## src/rtl/adder_nibble_sched.sv

```systemverilog
// Wide adder sequencer: time-shares an external 4-bit adder slice, one nibble per cycle LSB first,
// with round-robin arbitration between two requesters and a valid/ready response channel.
module adder_nibble_sched #(
   parameter int unsigned NIBBLES = 4
) (
   input  logic                   clk,
   input  logic                   rst,
   input  logic                   req0_valid,
   output logic                   req0_ready,
   input  logic [4*NIBBLES-1:0]   req0_a,
   input  logic [4*NIBBLES-1:0]   req0_b,
   input  logic                   req0_cin,
   input  logic                   req1_valid,
   output logic                   req1_ready,
   input  logic [4*NIBBLES-1:0]   req1_a,
   input  logic [4*NIBBLES-1:0]   req1_b,
   input  logic                   req1_cin,
   output logic [3:0]             slc_a,
   output logic [3:0]             slc_b,
   output logic                   slc_cin,
   input  logic [3:0]             slc_sum,
   input  logic                   slc_cout,
   output logic                   resp_valid,
   input  logic                   resp_ready,
   output logic [4*NIBBLES-1:0]   resp_sum,
   output logic                   resp_cout,
   output logic                   resp_id
);

   localparam int unsigned W    = 4 * NIBBLES;
   localparam int unsigned IdxW = $clog2(NIBBLES);

   typedef enum logic [1:0] {StIdle, StRun, StDone} state_e;

   state_e            state_q, state_d;
   logic              rr_q, rr_d;
   logic [W-1:0]      a_q, a_d;
   logic [W-1:0]      b_q, b_d;
   logic [W-1:0]      sum_q, sum_d;
   logic              carry_q, carry_d;
   logic              id_q, id_d;
   logic [IdxW-1:0]   idx_q, idx_d;
   logic              grant0, grant1;
   logic [IdxW+1:0]   bit_ofs;

   // rr_q == 0 favours requester 0 on a tie; it always points away from the last one served.
   assign grant0  = req0_valid & (~req1_valid | ~rr_q);
   assign grant1  = req1_valid & (~req0_valid | rr_q);
   assign bit_ofs = {idx_q, 2'b00};

   always_comb begin
      state_d    = state_q;
      rr_d       = rr_q;
      a_d        = a_q;
      b_d        = b_q;
      sum_d      = sum_q;
      carry_d    = carry_q;
      id_d       = id_q;
      idx_d      = idx_q;
      req0_ready = 1'b0;
      req1_ready = 1'b0;
      slc_a      = 4'h0;
      slc_b      = 4'h0;
      slc_cin    = 1'b0;
      resp_valid = 1'b0;
      resp_sum   = '0;
      resp_cout  = 1'b0;
      resp_id    = 1'b0;

      unique case (state_q)
         StIdle: begin
            req0_ready = grant0;
            req1_ready = grant1;
            if (grant0 || grant1) begin
               a_d     = grant1 ? req1_a : req0_a;
               b_d     = grant1 ? req1_b : req0_b;
               carry_d = grant1 ? req1_cin : req0_cin;
               id_d    = grant1;
               rr_d    = grant0;
               idx_d   = '0;
               sum_d   = '0;
               state_d = StRun;
            end
         end
         StRun: begin
            slc_a                 = a_q[bit_ofs +: 4];
            slc_b                 = b_q[bit_ofs +: 4];
            slc_cin               = carry_q;
            // Slice results are stored untouched so approximate slices show through.
            sum_d[bit_ofs +: 4]   = slc_sum;
            carry_d               = slc_cout;
            idx_d                 = idx_q + IdxW'(1);
            if (idx_q == IdxW'(NIBBLES - 1)) begin
               state_d = StDone;
            end
         end
         StDone: begin
            resp_valid = 1'b1;
            resp_sum   = sum_q;
            resp_cout  = carry_q;
            resp_id    = id_q;
            if (resp_ready) begin
               state_d = StIdle;
            end
         end
         default: begin
            state_d = StIdle;
         end
      endcase
   end

   always_ff @(posedge clk) begin
      if (rst) begin
         state_q <= StIdle;
         rr_q    <= 1'b0;
         a_q     <= '0;
         b_q     <= '0;
         sum_q   <= '0;
         carry_q <= 1'b0;
         id_q    <= 1'b0;
         idx_q   <= '0;
      end else begin
         state_q <= state_d;
         rr_q    <= rr_d;
         a_q     <= a_d;
         b_q     <= b_d;
         sum_q   <= sum_d;
         carry_q <= carry_d;
         id_q    <= id_d;
         idx_q   <= idx_d;
      end
   end

   ready_onehot: assert property (@(posedge clk) disable iff (rst)
      !(req0_ready && req1_ready));

   ready_idle_only: assert property (@(posedge clk) disable iff (rst)
      (req0_ready || req1_ready) |-> (state_q == StIdle));

   resp_hold: assert property (@(posedge clk) disable iff (rst)
      (resp_valid && !resp_ready) |=> (resp_valid && $stable(resp_sum) && $stable(resp_cout)
                                       && $stable(resp_id)));

endmodule

```

## config.mk

```make
export PLATFORM = sky130hd
export DESIGN_NAME = adder_nibble_sched
export DESIGN_NICKNAME = d
export VERILOG_FILES = /design/src/rtl/adder_nibble_sched.sv
export SDC_FILE = /design/constraint.sdc
export NUM_CORES = 1
export LEC_CHECK = 0
export ABC_AREA = 1
export CAP_MARGIN = 10
export CORE_ASPECT_RATIO = 0.5
export CORE_MARGIN = 1.5
export CORE_UTILIZATION = 46
export DETAILED_ROUTE_END_ITERATION = 12
export PLACE_DENSITY = 0.89
export SYNTH_ARGS = -nofsm -noshare
export SYNTH_HDL_FRONTEND = slang
export SYNTH_SLANG_ARGS = --single-unit
```

## constraint.sdc

```tcl
create_clock -name clk -period 1.8 [get_ports clk]
set_input_delay 0.18 -clock clk [delete_from_list [all_inputs] [get_ports clk]]
set_output_delay 0.18 -clock clk [all_outputs]
set_load 0.02 [all_outputs]
```

# Yosys cells after proc, flatten, opt, wreduce, memory -nomap -nowiden
# Cells that the tools add are included.
# totals
mem_bits_rw	0
latchBits	0
rom_bits	0
output_inout_bits	30
wordCells	56
ff_bits	55
memories	0
inputBits	76
# classes
muxes	23
addsub	2
reduce_logical	6
n_eq_ne	6
n_lt_le_gt_ge	0
bitwise	7
mul	0
shifts	4
div_mod_pow	0
# ops
operator	n
$mux 16	4
$pmux 16 s2	1
$shiftx 16x5->4	2
$bwmux 16	1
$shift 4x6->16 const A	1
$shiftx 4x6->16	1
$mux 1	8
$mux 2	4
$mux 4	2
$ne 2x2->1 const B	3
$neg 4->6	1
$pmux 2 s3	1
$eq 2x2->1 const B	2
$pmux 2 s2	1
$reduce_and 2->1	2
$not 1->1	3
$reduce_and 3->1	1
$add 2x1->2 const B	1
$and 1x1->1	2
$eq 2x1->1 const B	1
$logic_not 2->1	1
$or 1x1->1	2
$pmux 1 s2	1
$reduce_bool 2->1	1
$logic_or 1x1->1	1

# Depth between registers and ports, before layout
# depth
word_depth	6
ltp_mapped	9
mapped_depth_nobuf	7

# Worst setup path after synthesis
# Ideal clock, no wire load.
# synth_timing
kind	flip-flop to output port
start	reg state_q[1]
end	out resp_sum[10]
arrival_time_ps	1454
path_stages_with_launch	6
setup_slack_ps	166
path_cell_list	dfxtp_1 -> inv_1 -> nor2_1 -> inv_2 -> buf_1 -> nor2_1
# synth_between
elab_chain_cells	2
# synth_lines
item	line	source
start: declaration	35	state_e state_q, state_d;
start signal: assignment	114	state_q <= StIdle;
start signal: assignment	123	state_q <= state_d;
$eq 2x2->1	70	unique case (state_q)
$mux 16	70	
end: declaration	25	output logic [4*NIBBLES-1:0] resp_sum,
# No other way between the ends.

# Worst setup path in the final report
# layout_timing
start	reg state_q[1]
end	out resp_valid
# layout_between
elab_chain_cells	2
# layout_lines
item	line	source
$eq 2x2->1	70	
$mux 1	70	
end: declaration	23	output logic resp_valid,
# No other way between the ends.

==> impl_metrics.toml <==
[outcome]
outcome = "completed"

[timing]
fin_crit_sh_pct = 94.7
fmax_mhz = 587
worst_slew_pin_slew_ns = 0.459
fin_skew_ns = 0.00431
slew_headroom_pct = 69.3
worst_slack_ns = 0.0954
min_period_ns = 1.70
hold_slack_ns = 0.462
grt_setup_unrepaired = "no"
setup_viol_count_final = 0
slew_violations = 0
hold_viol = 0

[drt]
vias = 3396
drc = 0
wl_um = 8520
antenna_left = 0
routedWlPerCell_um = 13.0
drt_iter0_drc = 252
first_pass_iters = 4
avgViaCountPerCell = 5.19

[min_path]
hp-class = "flop to flop"

[placed_design]
gp_congestion = 0.837
place.port_buffers = 105
place.detailed.hpwl_um = 6130
placed_cells = 646
place_area_um2 = 4270
place_ws_ns = -0.0870

[synth]
synth_compound_area_share_pct = 18.1
synth_top_area_share_pct = 35.4
yosysTopAreaCell = "dfxtp_1"
yosys.area_share.adder_pct = 2.41
syn_avg_cell_area_um2 = 6.73
synth_nets = 544
synth_xor_area_share_pct = 0
netlist_area_um2 = 3110
synth_warnings = 0
synth_cell_type_count = 22
synthTopCellsByArea = "dfxtp_1, nand3_1, inv_1"
synth_top_family_by_area = "simple AND/OR/NAND/NOR gates"
synthCells = 462
yosys-mux-area-fraction_pct = 0
yosys.area_share.simple_pct = 28.4
yosys_register_bits = 55
synth_seq_area_share_pct = 35.4

[critical_path]
cp_max_fo = 3
crit_arrival_ns = 1.52
start_kind = "flop"
critPathCaptureType = "output pin"
cp_data_required_time_ns = 1.62
worst-setup-path-type = "flop to output pin"

[final_layout]
fin_area_um2 = 4400
final_nets = 647
multiInputGateArea_um2 = 1520
final_common_cell = "nand3_1"
fin_cells = 654
num_antenna_cells = 0
most-common-layout-cells = "nand3_1, inv_1, clkdlybuf4s50_1, nand2_1, dfxtp_1"
drive_gt1_share_pct = 8.30
regArea_um2 = 1100
nFillCells = 547
area_delta_synth_final_pct = 41.6

[global_route]
overflow = 0
grt_pass1_wl_um = 14000
grt_pass1_vias = 3069
grt_usage_pct = 24.0
antenna_found_initial = 0
grt_max_degree = 44

[clock_network]
cts_buffer_depth = 2
cts_root_buffer = "clkbuf_16"
path_clk_slew_ns = 0.07
post_cts_buffers = 0
cts.sinks = 55
clk_latency_ns = 0.30
cts-buffers-inserted = 5
htreeDepth = 2
cts_tree = "built"

[die]
start_util_pct = 49.3
core_area_um2 = 6310
io_pins = 106
die_area_um2 = 7290
fp-row-count = 20
die_h_um = 61.1
die_width_um = 119

[job]
max_cap_violations = 0

[pwr]
powerDensity_nw_per_um2 = 771
p_leak_uw = 0.00199
peakVddDrop_uv = 431
kinds of logic (layout without fill, tap and decap cells):
kind of cell,count (synthesis),after routing
DFF,55,55
AOI/OAI and AO/OA,94,94
and+or+nand+nor,195,195
buffers and inverters,112,216
adders and majority gates,6,6
state kept, by name, indices dropped and copies added (netlist names):
| register | cells |
|---|---|
| sum_q | 16 |
| carry_q | 1 |
| rr_q | 1 |
| idx_q | 2 |
| state_q | 2 |
| a_q | 16 |
| id_q | 1 |
| b_q | 16 |
critical path, stage by stage (launching register included):
cell,delay (ns)
dfxtp_1,0.33
inv_1,0.08
nor2_2,0.18
clkdlybuf4s50_1,0.64
timing repair:
item	CTS	global route
hold buffers	0	0
gates resized for setup	42	11
setup endpoints to repair	29	8
stage by stage:
| step | utilization, % | setup TNS [ns] | total power [uW] |
|---|---|---|---|
| after floorplan | - | 0 | 1840 |
| after global placement | 67.8 | -0.0912 | 2160 |
| after detailed placement | 67.8 | -0.764 | 2180 |
| after CTS | 70.5 | 0 | 3400 |
| after global routing | 69.8 | 0 | 3530 |
| final | 69.8 | 0 | 3390 |
Yosys cell counts, drive strengths merged:
| cell | n |
|---|---|
| nand2 | 63 |
| clkinv | 1 |
| nand3 | 91 |
| nand4 | 4 |
| dfxtp | 55 |
| ha | 6 |
| inv | 81 |
| a21oi | 45 |
| clkbuf | 9 |
| o211ai | 32 |
| or2 | 1 |
| buf | 21 |
| nor2 | 36 |
| o21ai | 17 |
path summary, 6_finish.rpt:
kind                           start                    end  slack [ns]  cells past startpoint
max          state_q[1]$_SDFFE_PP0P_             resp_valid         0.1                      3
min                id_q$_SDFFE_PP0P_      id_q$_SDFFE_PP0P_        0.46                      2
max reg2reg    idx_q[1]$_SDFFE_PP0P_  sum_q[6]$_SDFFE_PP0P_        0.15                      7
min reg2reg        id_q$_SDFFE_PP0P_      id_q$_SDFFE_PP0P_        0.46                      2
power breakdown:
group / internal (uW) / total (uW) / switching, uW / leakage, uW
clock network: 799 / 1250 / 449 / 0.0000911
registers: 1310 / 1370 / 54.2 / 0.000453
logic: 362 / 780 / 418 / 0.00144
routing by layer:
metal / track usage [%] / routed length, um
met1: 30.1 / 3880
met2: 44.4 / 4130
met3: 3.43 / 409
met4: 7.92 / 99
met5: 0 / 0
final cells by class:
type	instances	share of cell area [%]
clock buffer	6	2.93
inverter	82	7.07
clock inverter	2	1.36
sequential	55	25.0
timing repair buffer	126	26.6
tap	88	2.50
multi-input combinational	295	34.6
(Power assumes the default switching activity.)
